<file path="config.mk">
export PLATFORM = sky130hd
export DESIGN_NAME = pulse_timebase_ctrl
export DESIGN_NICKNAME = d
export VERILOG_FILES = /design/src/rtl/pulse_timebase_ctrl.sv
export SDC_FILE = /design/constraint.sdc
export NUM_CORES = 1
export LEC_CHECK = 0
export BUFFER_PORTS_ARGS = -buffer_cell sky130_fd_sc_hd__buf_2
export CAP_MARGIN = 15
export CORE_MARGIN = 2
export CORE_UTILIZATION = 57
export CTS_CLUSTER_DIAMETER = 40
export DETAILED_ROUTE_END_ITERATION = 6
export PLACE_DENSITY = 0.81
export SYNTH_ARGS = -nofsm -noshare
export SYNTH_HDL_FRONTEND = slang
export SYNTH_SLANG_ARGS = --single-unit
</file>
<file path="constraint.sdc">
create_clock -name clk -period 2.91 [get_ports clk]
set_input_delay 0.1455 -clock clk [delete_from_list [all_inputs] [get_ports clk]]
set_output_delay 0.1455 -clock clk [all_outputs]
set_load 0.1 [all_outputs]
</file>
<file path="src/rtl/pulse_timebase_ctrl.sv">
// pulse_timebase_ctrl: us/ms/s tick generator plus NTMR one-shot/periodic software timers
module pulse_timebase_ctrl #(
  parameter int US_DIV_W = 8,
  parameter int TMR_W    = 16,
  parameter int NTMR     = 4,
  parameter int MS_MAX   = 999,
  parameter int S_MAX    = 999
) (
  input  logic                  clk,
  input  logic                  reset,
  input  logic                  cfg_enable,
  input  logic [US_DIV_W-1:0]   cfg_us_div,
  input  logic [NTMR-1:0]       tmr_start,
  input  logic [NTMR-1:0]       tmr_stop,
  input  logic [NTMR-1:0]       tmr_periodic,
  input  logic [2*NTMR-1:0]     tmr_src,
  input  logic [TMR_W*NTMR-1:0] tmr_load,
  input  logic [NTMR-1:0]       tmr_irq_clr,
  output logic                  pulse_1us_o,
  output logic                  pulse_1ms_o,
  output logic                  pulse_1s_o,
  output logic [NTMR-1:0]       tmr_busy_o,
  output logic [NTMR-1:0]       tmr_irq_o,
  output logic [TMR_W*NTMR-1:0] tmr_cnt_o
);
  typedef enum logic {IDLE, RUN} state_t;
  logic [US_DIV_W-1:0] us_cnt;
  logic [9:0] ms_cnt, s_cnt;
  assign pulse_1us_o = !reset && cfg_enable && (us_cnt >= cfg_us_div);
  assign pulse_1ms_o = pulse_1us_o && (ms_cnt == 10'(MS_MAX));
  assign pulse_1s_o  = pulse_1ms_o && (s_cnt == 10'(S_MAX));
  // prescaler and chained ms/s dividers; disable restarts the division from 0
  always_ff @(posedge clk) begin
    if (reset || !cfg_enable) begin
      us_cnt <= '0;
      ms_cnt <= '0;
      s_cnt  <= '0;
    end else if (pulse_1us_o) begin
      us_cnt <= '0;
      ms_cnt <= pulse_1ms_o ? '0 : ms_cnt + 10'd1;
      if (pulse_1ms_o) s_cnt <= pulse_1s_o ? '0 : s_cnt + 10'd1;
    end else begin
      us_cnt <= us_cnt + 1'b1;
    end
  end
  for (genvar g = 0; g < NTMR; g++) begin : ch
    state_t st_q, st_d;
    logic [TMR_W-1:0] cnt_q, cnt_d, ld_q, ld_d, ld_new;
    logic [1:0] src_q, src_d;
    logic per_q, per_d, irq_q, irq_d, tick, expire;
    assign ld_new = (tmr_load[g*TMR_W +: TMR_W] == '0) ? TMR_W'(1) : tmr_load[g*TMR_W +: TMR_W];
    assign tick = src_q == 2'd0 ? pulse_1us_o : src_q == 2'd1 ? pulse_1ms_o : src_q == 2'd2 ? pulse_1s_o : 1'b0;
    // next state: start beats stop beats expiry; an expiry set beats a same-clk clear
    always_comb begin
      st_d   = st_q;
      cnt_d  = cnt_q;
      ld_d   = ld_q;
      src_d  = src_q;
      per_d  = per_q;
      expire = 1'b0;
      if (tmr_start[g]) begin
        ld_d  = ld_new;
        src_d = tmr_src[2*g +: 2];
        per_d = tmr_periodic[g];
        cnt_d = ld_new;
        st_d  = RUN;
      end else if (tmr_stop[g]) begin
        st_d  = IDLE;
        cnt_d = '0;
      end else if (st_q == RUN && tick) begin
        expire = cnt_q == TMR_W'(1);
        cnt_d  = !expire ? cnt_q - TMR_W'(1) : per_q ? ld_q : '0;
        st_d   = (expire && !per_q) ? IDLE : RUN;
      end
      irq_d = expire | (irq_q & ~tmr_irq_clr[g]);
    end
    // channel state, count, shadow config and sticky irq
    always_ff @(posedge clk) begin
      if (reset) begin
        st_q  <= IDLE;
        cnt_q <= '0;
        ld_q  <= '0;
        src_q <= '0;
        per_q <= 1'b0;
        irq_q <= 1'b0;
      end else begin
        st_q  <= st_d;
        cnt_q <= cnt_d;
        ld_q  <= ld_d;
        src_q <= src_d;
        per_q <= per_d;
        irq_q <= irq_d;
      end
    end
    assign tmr_busy_o[g] = st_q == RUN;
    assign tmr_irq_o[g] = irq_q;
    assign tmr_cnt_o[g*TMR_W +: TMR_W] = cnt_q;
  end
endmodule

</file>
==> Word level (Yosys, flattened, before mapping) <==
Cells that the tools add are included.
{ "totals": {"reg_bits": 176, "latchBits": 0, "ram_bits": 0, "rom_bits": 0, "in_bits": 99, "out_inout_bits": 75, "wordCells": 160, "mem_count": 0} }
{ "op_classes": {"n_addsub": 7, "mul": 0, "div_mod_pow": 0, "order_cmp": 1, "n_eq_ne": 14, "shift": 0, "muxes": 66, "n_bitwise": 12, "reduce_logical": 33} }
{ "ops": {"columns": ["cell", "count"], "rows": [
  ["$mux 16", 24],
  ["$eq 16x1->1 const B", 4],
  ["$logic_not 16->1", 4],
  ["$sub 16x1->16 const B", 4],
  ["$mux 1", 40],
  ["$add 10x1->10 const B", 2],
  ["$eq 10x10->1 const B", 2],
  ["$mux 10", 2],
  ["$logic_and 1x1->1", 12],
  ["$reduce_bool 3->1", 4],
  ["$add 8x1->8 const B", 1],
  ["$eq 2x1->1 const B", 4],
  ["$eq 2x2->1 const B", 4],
  ["$ge 8x8->1", 1],
  ["$logic_not 2->1", 4],
  ["$logic_not 1->1", 6],
  ["$and 1x1->1", 4],
  ["$not 1->1", 4],
  ["$or 1x1->1", 4],
  ["$reduce_and 2->1", 1],
  ["$reduce_or 2->1", 1],
  ["$logic_or 1x1->1", 1]
]} }

==> Depth between registers and ports, before layout <==
Gate-level depths: netlist of the first run.
{ "depth": {"word_depth": 13, "mapped_depth": 10, "depth_no_buf": 9} }

==> Worst setup path before layout of the first run <==
OpenSTA, ideal clock, no wires.
{ "synth_timing": {"path_kind": "reg-to-output", "from": "reg us_cnt[0]", "to": "out pulse_1s_o", "t_arrival_ns": 3.710, "slack_ns": -0.945, "path_stages_with_launch": 8, "cell_sequence": "dfxtp_1 inv_1 ha_1 nand2b_1 a21oi_1 o211ai_1 a21oi_1 and2_1"} }
{ "synth_between": {"elab_chain_cells": 4} }
{ "synth_lines": {"columns": ["element", "line_no", "rtl"], "rows": [
  ["start: declaration", "27", "logic [US_DIV_W-1:0] us_cnt;"],
  ["start signal: assignment", "43", "us_cnt <= us_cnt + 1'b1;"],
  ["$ge 8x8->1", "29", "assign pulse_1us_o = !reset && cfg_enable && (us_cnt >= cfg_us_div);"],
  ["$logic_and 1x1->1", "29", null],
  ["$logic_and 1x1->1", "30", "assign pulse_1ms_o = pulse_1us_o && (ms_cnt == 10'(MS_MAX));"],
  ["named net pulse_1ms_o", "20", "output logic pulse_1ms_o,"],
  ["$logic_and 1x1->1", "31", "assign pulse_1s_o = pulse_1ms_o && (s_cnt == 10'(S_MAX));"],
  ["end: declaration", "21", "output logic pulse_1s_o,"]
]} }
The timed path passes the listed nets, and every way through them passes these cells.

==> Worst setup path after layout of the first run <==
{ "layout_timing": {"from": "reg us_cnt[0]", "to": "reg ch[3].cnt_q[3]"} }
{ "layout_between": {"elab_chain_cells": 9} }
{ "layout_lines": {"columns": ["element", "line_no", "rtl"], "rows": [
  ["$ge 8x8->1 *", "29", null],
  ["$logic_and 1x1->1 *", "29", null],
  ["$logic_and 1x1->1", "30", null],
  ["$logic_and 1x1->1", "31", null],
  ["$mux 1 (2 in series)", "52", "assign tick = src_q == 2'd0 ? pulse_1us_o : src_q == 2'd1 ? pulse_1ms_o : src_q == 2'd2 ? pulse_1s_o : 1'b0;"],
  ["$mux 1 *", "52", null],
  ["$logic_and 1x1->1 *", "70", "end else if (st_q == RUN && tick) begin"],
  ["$reduce_bool 3->1 (no source line) *", null, null],
  ["end signal: assignment", "88", "cnt_q <= cnt_d;"],
  ["end: declaration", "48", "logic [TMR_W-1:0] cnt_q, cnt_d, ld_q, ld_d, ld_new;"]
]} }
Every way passes the cells marked *; elsewhere a longest branch is shown, timed or not.
A chain may end at the register's enable or synchronous reset.

==> out/summary.log, run 1 <==
[logic_synthesis] FFs w/ async S/R, synth 0%
[critical_path] crit path max-delay cell type sky130_fd_sc_hd__o21ai_1
[worst_hold_path] Hold Crit Class in2reg
[die] die width 134.6 um
[global_route] first-pass GRT wire length 47310 um
[die] number of top-level design ports 174
[drt] total wire length 29680 um
[global_route] combined global-route utilization of all metal layers 32.10%
[clocking] number of buffers between clock root and the deepest sink 2
[timing] final worst clock skew 11.10 ps
[drt] routed via count 10330
[logic_synthesis] fraction of post-synthesis cell area in the top cell type by area 36.22%
[clocking] Num Clock Sinks 176
[placement] Placed Cells 1543
[global_route] Overflow after GRT 0
[drt] detail-routed via count per cell 6.351
[drt] DRC 0
[logic_synthesis] synthesized netlist cell count 1192
[outcome] status completed
[logic_synthesis] number of warnings issued by yosys 0
[logic_synthesis] most frequently used flop master after synthesis sky130_fd_sc_hd__dfxtp_1
[drt] initial drt markers 1081
[job] MaxCap Viol Count 0
[global_route] largest net degree at the start of global routing 80
[drt] post-detailed-route count of antenna-violating nets 0
[timing] Slew Limit Fails 0
[clocking] CTS H-Tree Depth 4
[clocking] insertion delay to the later sink of the worst-skew pair 440 ps
[critical_path] largest incremental delay on the critical path 720 ps
[power_and_ir_drop] Max rail drop VDD 618.1 uV
[final_layout] number of non-filler instances in the completed layout 1627
[timing] Fin. Hold Viols 0
[logic_synthesis] Commonest cells post-synth sky130_fd_sc_hd__dfxtp_1 (176), sky130_fd_sc_hd__nor2_1 (152), sky130_fd_sc_hd__nand2_1 (110)
[timing] RSZ-0062 raised after global routing no
[power_and_ir_drop] cell leakage power 4.919 nW
[final_layout] fraction of final layout cells sized beyond drive strength 1 19.26%
[timing] final period utilization 94.02%
[timing] Slew headroom 17.42%
[placement] Post-DP HPWL 19870 um
[global_route] vias in the first global route 9495
[critical_path] data arrival time of the worst path 3000 ps
[final_layout] area added between synthesis and finish 22.97%
[critical_path] kind of end point of the critical path flop
[die] Initial Utilization 58.45%
[die] row count 47
[logic_synthesis] Synth Register Bits 176
[critical_path] Worst Setup Path Type reg2reg
[critical_path] Top Family by Delay on Critical Path compound AO/OA/AOI/OAI gates
[critical_path] critical path startpoint category flop
[timing] Max Clk Rate 365.5 MHz
[logic_synthesis] total nets after synthesis 1310
[logic_synthesis] dominant cell by count in the synthesized netlist sky130_fd_sc_hd__dfxtp_1
[drt] final routed wire length divided by cell count 18.24 um
[drt] count of TritonRoute iterations in the first routing pass 6
[placement] buffers added on ports 173
[logic_synthesis] portion of the post-synthesis area used by sequential elements 36.22%
[timing] final sum of negative setup slack 0 ps
[global_route] number of antenna violations at the first check in global routing 0
[clocking] TritonCTS clock tree done
[timing] slew at the pin with the worst max-slew slack 1233 ps
[power_and_ir_drop] Tot Pwr 0.006760 W
[logic_synthesis] number of flops mapped to enable cells by yosys 0
[critical_path] worst path cell trace inv_1 > ha_1 > nand2b_1 > a21oi_1 > o211ai_1 > and2_1 > buf_4 > o21ai_1 > a221oi_1
[die] Die Outline Area 18130 um^2
[placement] Routability Congestion 0.9240
[timing] final setup violation count 0
[logic_synthesis] post-synthesis cell area 9727 um^2
[final_layout] total number of nets in the final design 1513
[timing] smallest hold slack 8.968 ps
[logic_synthesis] count of unique library cells instantiated by Yosys 72
[clocking] buffer type at the clock tree root sky130_fd_sc_hd__clkbuf_16
[die] area of the core 16640 um^2
[final_layout] count of antenna diodes in the layout 0
[logic_synthesis] mean cell area of the mapped netlist 8.160 um^2
[critical_path] largest fanout on the critical path 20
[logic_synthesis] post-synth top area cell sky130_fd_sc_hd__dfxtp_1
[logic_synthesis] largest cells by area after synthesis sky130_fd_sc_hd__dfxtp_1 (36%), sky130_fd_sc_hd__nor2_1 (5.9%), sky130_fd_sc_hd__mux2i_1 (5.1%), sky130_fd_sc_hd__a21oi_1 (4.7%), sky130_fd_sc_hd__nand2_1 (4.2%)
[critical_path] data required time of the worst path 3170 ps
[timing] clock period minus final worst setup slack 2736 ps
[final_layout] fraction of the core area covered by cells at the end of the flow 71.87%
[power_and_ir_drop] P per Cell Area 565.2 nW/um^2
[clocking] cts bufs inserted 17
[die] vertical die dimension 134.6 um
[clocking] clock edge transition at the registers on the reported setup and hold paths 70 ps
[critical_path] Buf/Inv on CP 2
[worst min-delay path, delay by kind of cell]
kind | cells | cell delay (ps)
buf+inv | 1 | 100
simple gates | 1 | 80
mux | 1 | 80
[cell families (layout without fill, tap and decap cells)]
family                   count (synthesis)  after routing  share of synthesized area (%)
AND/OR/NAND/NOR                        490            490                          25.25
AO/OA/AOI/OAI                          302            302                          21.84
flip-flops                             176            176                          36.22
buffers and inverters                  108            323                          4.811
multiplexers                            52             52                          5.377
XOR/XNOR                                45             45                          4.052
adder cells (fa/ha/maj)                 19             19                          2.444
[power by group]
| group | leakage [nW] | switching, W | internal (W) |
|---|---|---|---|
| clock network | 0.289 | 0.000999 | 0.00140 |
| logic | 3.18 | 0.00114 | 0.000507 |
| registers | 1.45 | 0.000171 | 0.00254 |
[timing repair]
action	in CTS	in global routing
setup buffers	0	3
endpoints found under the setup margin	0	1
resized for setup	0	1
hold buffers	50	0
hold endpoints to repair	50	0
[cell usage in the layout, fill, tap and decap left out, types with 7 or more instances in the layout]
cell type,instances
sky130_fd_sc_hd__dfxtp_1,174
sky130_fd_sc_hd__buf_2,170
sky130_fd_sc_hd__nor2_1,152
sky130_fd_sc_hd__nand2_1,110
sky130_fd_sc_hd__a21oi_1,91
sky130_fd_sc_hd__mux2i_1,50
sky130_fd_sc_hd__dlygate4sd3_1,50
sky130_fd_sc_hd__nand3_1,40
sky130_fd_sc_hd__nor4_1,39
sky130_fd_sc_hd__a221oi_1,38
sky130_fd_sc_hd__buf_4,38
sky130_fd_sc_hd__inv_1,31
sky130_fd_sc_hd__o21ai_0,30
sky130_fd_sc_hd__nand4_1,25
sky130_fd_sc_hd__xnor2_1,24
sky130_fd_sc_hd__nor3_1,21
sky130_fd_sc_hd__xor2_1,21
sky130_fd_sc_hd__nand2b_1,19
sky130_fd_sc_hd__ha_1,19
sky130_fd_sc_hd__clkbuf_16,17
sky130_fd_sc_hd__a211oi_1,15
sky130_fd_sc_hd__and3_1,14
sky130_fd_sc_hd__a31oi_1,13
sky130_fd_sc_hd__o31ai_1,13
sky130_fd_sc_hd__and2_1,10
sky130_fd_sc_hd__or4_1,10
sky130_fd_sc_hd__nor2b_1,9
sky130_fd_sc_hd__a22oi_1,9
sky130_fd_sc_hd__and4_1,8
sky130_fd_sc_hd__nor4b_1,7
sky130_fd_sc_hd__o311ai_0,7
[metrics by stage]
stage | setup slack, ps | area, um^2
after floorplan | -17.52 | 9741
after global placement | 371.7 | 10820
after detailed placement | 299.8 | 10820
after CTS | 28.15 | 11940
after global routing | 12.84 | 11960
final | 174.0 | 11960
[final timing paths]
path	from	endpoint	slack [ps]	cells past startpoint
worst min register to register	ch[0].ld_q[0]$_SDFFE_PP0P_	ch[0].ld_q[0]$_SDFFE_PP0P_	460	2
worst max-delay path	us_cnt[0]$_SDFF_PP0_	ch[3].cnt_q[3]$_SDFFE_PP0P_	170	9
worst max register to register	us_cnt[0]$_SDFF_PP0_	ch[3].cnt_q[3]$_SDFFE_PP0P_	170	9
worst min-delay path	tmr_load[8]	ch[0].ld_q[8]$_SDFFE_PP0P_	9	3
[sequential cells by signal, indices dropped and copies added (netlist names)]
register and cells:
us_cnt 8, s_cnt 10, ch.irq_q 4, ms_cnt 10
ch.cnt_q 64, ch.ld_q 64, ch.src_q 8, ch.st_q 4
ch.per_q 4
[metal layers]
metal / vias up / global-route usage (%) / part of all wire, %
met5: - / 0 / 0
met4: 0 / 12.69 / 2.6
met3: 75 / 7.132 / 9.4
met2: 594 / 50.73 / 46
met1: 4830 / 42.78 / 41
li1: 4834 / - / -
[area by class of cell]
type	instances	area, um^2
multi-input cells	908	5747
fillers	1288	4681
flip-flops and latches	176	3526
repair buffers	260	1677
clock buffers	20	456.7
well taps	220	275.3
clock inverters	11	156.4
inverters	32	123.9
(Power assumes the default switching activity.)
==> run 2, diff against run 1 <==
--- a/config.mk
+++ b/config.mk
@@ -9,8 +9,8 @@
 export CAP_MARGIN = 15
 export CORE_MARGIN = 2
-export CORE_UTILIZATION = 57
+export CORE_UTILIZATION = 51
 export CTS_CLUSTER_DIAMETER = 40
 export DETAILED_ROUTE_END_ITERATION = 6
-export PLACE_DENSITY = 0.81
+export PLACE_DENSITY = 0.77
 export SYNTH_ARGS = -nofsm -noshare
 export SYNTH_HDL_FRONTEND = slang
==> constraint.sdc (replaced) <==
create_clock -name clk -period 2.5 [get_ports clk]
set_input_delay 0.375 -clock clk [delete_from_list [all_inputs] [get_ports clk]]
set_output_delay 0.375 -clock clk [all_outputs]
set_load 0.1 [all_outputs]
==> out/summary.log, run 2 (synthesized netlist as in run 1, its figures left out) <==
[power_and_ir_drop] P per Cell Area 638.3 nW/um^2 [+13%]
[critical_path] kind of end point of the critical path output port
[final_layout] fraction of final layout cells sized beyond drive strength 1 28.29% [+9.0 points]
[clocking] insertion delay to the later sink of the worst-skew pair 430 ps [about the same]
[global_route] busiest layer in global routing met2
[global_route] Overflow after GRT 0 [unchanged]
[global_route] vias in the first global route 9531 [+0.38%]
[timing] Slew headroom 50.68% [+33 points]
[timing] Slew Limit Fails 0 [unchanged]
[die] die width 142.1 um [+5.5%]
[power_and_ir_drop] Tot Pwr 0.007762 W [+15%]
[drt] total wire length 30350 um [+2.3%]
[final_layout] number of fill cells 1518 [+18%]
[final_layout] most common cell after layout, fill and taps aside sky130_fd_sc_hd__buf_2
[timing] final setup violation count 1 [+1]
[final_layout] Final Cell Area 12160 um^2 [+1.7%]
[clocking] Num Clock Sinks 176 [unchanged]
[critical_path] largest fanout on the critical path 3 [-85%]
[power_and_ir_drop] cell leakage power 5.015 nW [+2.0%]
[clocking] number of buffers between clock root and the deepest sink 2 [unchanged]
[clocking] clock edge transition at the registers on the reported setup and hold paths 70 ps [about the same]
[drt] post-detailed-route count of antenna-violating nets 0 [unchanged]
[die] number of top-level design ports 174 [unchanged]
[global_route] largest net degree at the start of global routing 144 [+80%]
[drt] DRC 0 [unchanged]
[final_layout] count of antenna diodes in the layout 0 [unchanged]
[drt] routed via count 10330 [-0.039%]
[clocking] CTS H-Tree Depth 4 [unchanged]
[global_route] combined global-route utilization of all metal layers 29.35% [-2.7 points]
[drt] final routed wire length divided by cell count 18.49 um [+1.4%]
[global_route] routing usage on met2 46.53% [-4.2 points]
[clocking] cts bufs inserted 17 [unchanged]
[timing] final period utilization 100.8%
[clocking] Post-CTS Hold Fix Bufs 0 [-100%]
[final_layout] commonest cells after routing, fill and taps aside sky130_fd_sc_hd__buf_2 (169), sky130_fd_sc_hd__nor2_1 (151), sky130_fd_sc_hd__dfxtp_1 (130), sky130_fd_sc_hd__nand2_1 (107), sky130_fd_sc_hd__a21oi_1 (89)
[critical_path] Worst Setup Path Type reg2out
[global_route] met1 demand-to-capacity share in global routing 40.62% [-2.2 points]
[drt] count of TritonRoute iterations in the first routing pass 7 [+1]
[clocking] buffer type at the clock tree root sky130_fd_sc_hd__clkbuf_16
[outcome] violated checks negative setup slack
[timing] clock period minus final worst setup slack 2521 ps
[global_route] first-pass GRT wire length 48360 um [+2.2%]
[timing] Max Clk Rate 396.6 MHz
[timing] PnR worst setup slack -21.17 ps [-195.2 ps]
[critical_path] data required time of the worst path 2120 ps [-1050 ps]
[final_layout] registers with the most flip-flops ch.cnt_q (64), ch.ld_q (64)
[outcome] status complete, but fails checks
[timing] RSZ-0062 raised after global routing yes
[final_layout] area added between synthesis and finish 25.02%
[timing] Fin. Hold Viols 0 [unchanged]
[global_route] met3 global-route usage 5.754% [-1.4 points]
[die] area of the core 18710 um^2 [+12%]
[power_and_ir_drop] Max rail drop VDD 477.3 uV [-23%]
[drt] initial drt markers 916 [-15%]
[placement] Routability Congestion 0.9314 [+0.80%]
[job] MaxCap Viol Count 0 [unchanged]
[worst_hold_path] Hold Crit Class in2reg
[die] Die Outline Area 20190 um^2 [+11%]
[timing] final worst clock skew 13.13 ps [+2.025 ps]
[placement] Post-DP HPWL 20900 um [+5.2%]
[drt] detail-routed via count per cell 6.294 [-0.89%]
[die] vertical die dimension 142.1 um [+5.5%]
[global_route] number of antenna violations at the first check in global routing 0 [unchanged]
[timing] slew at the pin with the worst max-slew slack 739.9 ps [-493.1 ps]
[placement] buffers added on ports 173 [unchanged]
[placement] Placed Area 11280 um^2 [+4.2%]
[critical_path] critical path startpoint category flop
[die] row count 50 [+6.4%]
[die] Initial Utilization 52.00% [-6.4 points]
[clocking] TritonCTS clock tree done
[final_layout] total number of nets in the final design 1514 [+0.066%]
[critical_path] data arrival time of the worst path 2150 ps [-850 ps]
[run 2: where the power goes]
part           internal (W)  switching (W)
Combinational      0.000601        0.00137
Sequential          0.00297       0.000186
Clock               0.00147        0.00117
Total               0.00504        0.00272
[run 2: per-stage QoR]
step / util (%) / instances / hold slack, ps / setup slack (ps) / TNS, ps
5_1_grt: 65.01 / 1641 / 195.7 / -95.87 / -234.2
3_5_place_dp: 60.29 / 1598 / 454.9 / -44.65 / -44.65
3_3_place_gp: 60.29 / 1598 / 450.6 / -38.57 / -38.57
6_report: 65.01 / 1641 / 188.2 / -21.17 / -21.17
2_1_floorplan: - / 1192 / 427.8 / -84.55 / -84.55
4_1_cts: 63.98 / 1634 / 184.3 / -14.82 / -15.60
[run 2: repair_timing]
| action | in CTS | in global routing |
|---|---|---|
| setup endpoints to repair | 4 | 36 |
| gates resized for setup | 23 | 21 |
| pin swaps | 6 | 7 |
| cloned | 0 | 0 |
| setup buffers | 6 | 8 |
[run 2: worst paths after layout]
kind                                   start                           to  slack (ps)  depth (start not counted)
setup / recovery        us_cnt[7]$_SDFF_PP0_                   pulse_1s_o         -20                          8
hold reg to reg   ch[0].ld_q[0]$_SDFFE_PP0P_   ch[0].ld_q[0]$_SDFFE_PP0P_         470                          2
hold / removal               tmr_periodic[3]     ch[3].per_q$_SDFFE_PP0P_         190                          3
setup reg to reg        us_cnt[0]$_SDFF_PP0_  ch[3].cnt_q[5]$_SDFFE_PP0P_          80                         12
[run 2: critical path: stages, from the launching register on]
cell                       delay (ps)
sky130_fd_sc_hd__dfxtp_4          360
sky130_fd_sc_hd__ha_4             260
sky130_fd_sc_hd__nand2_2           60
sky130_fd_sc_hd__o21a_1           210
sky130_fd_sc_hd__nand2b_4         150
sky130_fd_sc_hd__buf_8            130
sky130_fd_sc_hd__a21oi_4          200
sky130_fd_sc_hd__and2_4           180
sky130_fd_sc_hd__buf_12           160
[run 2: cell type report]
class | instances | area (um^2) | share of cell area, %
flip-flops and latches | 176 | 3596 | 29.57
inverters | 32 | 132.6 | 1.091
clock buffers | 18 | 429.2 | 3.529
clock inverters | 12 | 136.4 | 1.122
repair buffers | 261 | 1627 | 13.38
multi-input cells | 908 | 5947 | 48.90
well taps | 234 | 292.8 | 2.408
[run 2: layer usage]
layer  wire length, um  vias to the layer above
met5                 0                        -
met1             13060                     4895
li1                  -                     4846
met3              2563                       68
met4               688                        0
met2             14030                      520
==> run 3, diff against run 2 <==
Settings changed: ABC_AREA from default to 1, CORE_UTILIZATION 51 to 52.
==> out/summary.log, run 3 <==
[clocking] clock edge transition at the registers on the reported setup and hold paths 60 ps [about the same]
[logic_synthesis] synthesized netlist cell count 1692 [+42%]
[power_and_ir_drop] P per Cell Area 646.8 nW/um^2 [+1.3%]
[critical_path] largest incremental delay on the critical path 370 ps [about the same]
[logic_synthesis] FFs w/ async S/R, synth 0% [unchanged]
[clocking] Post-CTS Hold Fix Bufs 0 [unchanged]
[timing] Fin. Hold Viols 0 [unchanged]
[clocking] buffer type at the clock tree root sky130_fd_sc_hd__clkbuf_16
[outcome] status completed
[drt] detail-routed via count per cell 5.313 [-16%]
[global_route] Overflow after GRT 0 [unchanged]
[clocking] CTS H-Tree Depth 4 [unchanged]
[placement] buffers added on ports 173 [unchanged]
[drt] total wire length 30170 um [-0.58%]
[logic_synthesis] portion of the post-synthesis area used by sequential elements 33.25% [-3.0 points]
[drt] count of TritonRoute iterations in the first routing pass 5 [-2]
[final_layout] most common cell after layout, fill and taps aside sky130_fd_sc_hd__nand2_1
[logic_synthesis] fraction of post-synthesis cell area in the top cell type by area 33.25% [-3.0 points]
[final_layout] fraction of final layout cells sized beyond drive strength 1 17.71% [-11 points]
[critical_path] crit path max-delay cell type sky130_fd_sc_hd__dfxtp_2
[timing] clock period minus final worst setup slack 2387 ps [-134.5 ps]
[timing] Max Clk Rate 419.0 MHz [+5.6%]
[final_layout] area added between synthesis and finish 16.05%
[clocking] Num Clock Sinks 176 [unchanged]
[final_layout] number of fill cells 1941 [+28%]
[drt] post-detailed-route count of antenna-violating nets 0 [unchanged]
[logic_synthesis] mean cell area of the mapped netlist 6.262 um^2 [-23%]
[logic_synthesis] post-synthesis cell area 10600 um^2 [+8.9%]
[critical_path] Worst Setup Path Type reg2out
[drt] DRC 0 [unchanged]
[critical_path] largest fanout on the critical path 4 [+1]
[power_and_ir_drop] Tot Pwr 0.007953 W [+2.5%]
[logic_synthesis] total nets after synthesis 1810 [+38%]
[final_layout] total number of nets in the final design 1952 [+29%]
[power_and_ir_drop] cell leakage power 5.690 nW [+13%]
[global_route] vias in the first global route 10410 [+9.2%]
[die] row count 52 [+4.0%]
[die] vertical die dimension 146.7 um [+3.3%]
[drt] final routed wire length divided by cell count 14.24 um [-23%]
[die] Initial Utilization 52.70% [+0.70 points]
[timing] final worst clock skew 16.68 ps [+3.554 ps]
[logic_synthesis] most frequently used flop master after synthesis sky130_fd_sc_hd__dfxtp_1
[logic_synthesis] count of unique library cells instantiated by Yosys 41 [-43%]
[final_layout] area of the multi-input gates 6186 um^2 [+4.0%]
[die] number of top-level design ports 174 [unchanged]
[clocking] TritonCTS clock tree done
[timing] final setup violation count 0 [-1]
[placement] placement-stage worst setup slack 78.01 ps [+122.7 ps]
[logic_synthesis] number of warnings issued by yosys 0 [unchanged]
[worst_hold_path] Hold Crit Class in2reg
[logic_synthesis] post-synth top area cell sky130_fd_sc_hd__dfxtp_1
[timing] PnR worst setup slack 113.3 ps [+134.5 ps]
[logic_synthesis] Synth Register Bits 176 [unchanged]
[final_layout] registers with the most flip-flops ch.cnt_q (64), ch.ld_q (64)
[timing] slew at the pin with the worst max-slew slack 806.9 ps [+67.05 ps]
[global_route] combined global-route utilization of all metal layers 27.65% [-1.7 points]
[critical_path] worst path cell trace ha_2 > nand2_1 > nor2_1 > nand2_1 > nor2_4 > nand2_2 > nor2_4 > buf_12
[timing] final period utilization 95.47% [-5.4 points]
[logic_synthesis] Commonest cells post-synth sky130_fd_sc_hd__nand2_1 (557), sky130_fd_sc_hd__nor2_1 (197), sky130_fd_sc_hd__dfxtp_1 (176)
[critical_path] kind of end point of the critical path output port
[placement] Post-DP HPWL 21560 um [+3.2%]
[die] area of the core 20100 um^2 [+7.5%]
[global_route] first-pass GRT wire length 49600 um [+2.6%]
[critical_path] critical path startpoint category flop
[final_layout] commonest cells after routing, fill and taps aside sky130_fd_sc_hd__nand2_1 (556), sky130_fd_sc_hd__nor2_1 (193), sky130_fd_sc_hd__dfxtp_1 (173), sky130_fd_sc_hd__buf_2 (169), sky130_fd_sc_hd__nand3_1 (158)
[drt] initial drt markers 723 [-21%]
[logic_synthesis] number of flops mapped to enable cells by yosys 0 [unchanged]
[drt] routed via count 11260 [+9.0%]
[logic_synthesis] largest cells by area after synthesis sky130_fd_sc_hd__dfxtp_1 (33%), sky130_fd_sc_hd__nand2_1 (20%), sky130_fd_sc_hd__nand3_1 (7.5%), sky130_fd_sc_hd__nor2_1 (7.0%), sky130_fd_sc_hd__a21oi_1 (5.8%)
[final_layout] register area 3527 um^2 [-1.9%]
[power_and_ir_drop] Max rail drop VDD 487.6 uV [+2.2%]
[critical_path] data arrival time of the worst path 2010 ps [-140 ps]
[die] die width 146.7 um [+3.3%]
[die] Die Outline Area 21530 um^2 [+6.6%]
[clocking] number of buffers between clock root and the deepest sink 2 [unchanged]
[job] MaxCap Viol Count 0 [unchanged]
[clocking] insertion delay to the later sink of the worst-skew pair 430 ps [about the same]
[clocking] cts bufs inserted 17 [unchanged]
[global_route] number of antenna violations at the first check in global routing 4 [+4]
[critical_path] data required time of the worst path 2120 ps [about the same]
[global_route] largest net degree at the start of global routing 65 [-55%]
[timing] Slew Limit Fails 0 [unchanged]
[timing] Slew headroom 46.21% [-4.5 points]
[logic_synthesis] dominant cell by count in the synthesized netlist sky130_fd_sc_hd__nand2_1
[placement] Routability Congestion 0.9562 [+2.7%]
[run 3: critical path, delay by kind of cell (launching register included)]
| kind | cells | cell delay, ps |
|---|---|---|
| buf+inv | 1 | 190 |
| simple gates | 6 | 810 |
| fa+ha+maj | 1 | 230 |
| flops | 1 | 370 |
[run 3: timing repair]
action | in CTS | in global routing
buffers inserted | 3 | 1
pin swaps | 3 | 3
endpoints found under the hold margin | 0 | 0
setup endpoints to repair | 3 | 2
resized for setup | 2 | 5
[run 3: layout make-up]
| class | count | area share [%] |
|---|---|---|
| clock inverter | 9 | 1.089 |
| timing repair buffer | 197 | 8.996 |
| multi-input combinational | 1300 | 50.31 |
| inverter | 142 | 4.335 |
| tap | 270 | 2.748 |
| clock buffer | 22 | 3.775 |
| antenna | 3 | 0.06106 |
| sequential | 176 | 28.69 |
[run 3: routing by layer]
layer	part of all wire, %	wire length, um	track usage (%)
met5	0.043	13	0
met4	1.9	585	9.417
met3	7.0	2115	4.814
met2	47	14140	45.26
met1	44	13320	37.04
[run 3: path summary, 6_finish.rpt]
check	start	endpoint	slack, ps	depth (start not counted)
worst max-delay path	ms_cnt[0]$_SDFFE_PP0N_	pulse_1s_o	110	8
worst min-delay path	tmr_src[7]	ch[3].src_q[1]$_SDFFE_PP0P_	160	3
worst max register to register	us_cnt[2]$_SDFF_PP0_	ch[3].cnt_q[10]$_SDFFE_PP0P_	310	14
worst min register to register	us_cnt[0]$_SDFF_PP0_	us_cnt[0]$_SDFF_PP0_	450	1
[run 3: report_power, final]
part           switching (W)  total (W)  internal, W
registers           0.000179    0.00314      0.00296
clock network        0.00113    0.00275      0.00162
logic                0.00151    0.00206     0.000550
total                0.00282    0.00795      0.00513
[run 3: through the flow]
stage / instances / utilization [%] / setup TNS, ps / instance area [um^2] / hold slack, ps
2_1_floorplan: 1692 / - / 0 / 10600 / 440.7
4_1_cts: 2115 / 61.04 / 0 / 12270 / 160.4
3_3_place_gp: 2081 / 57.92 / 0 / 11640 / 448.0
5_1_grt: 2117 / 61.13 / -16.92 / 12290 / 177.5
6_report: 2119 / 61.16 / 0 / 12300 / 163.9
3_5_place_dp: 2081 / 57.92 / 0 / 11640 / 450.7
[run 3: logic make-up after synthesis]
kind of cell    count (synthesis)  synth area share (%)
fa+ha+maj                      19                 2.244
compound gates                224                 12.01
buf+inv                       216                 8.621
simple gates                 1026                 41.31
flops                         176                 33.25
xor+xnor                       31                 2.563
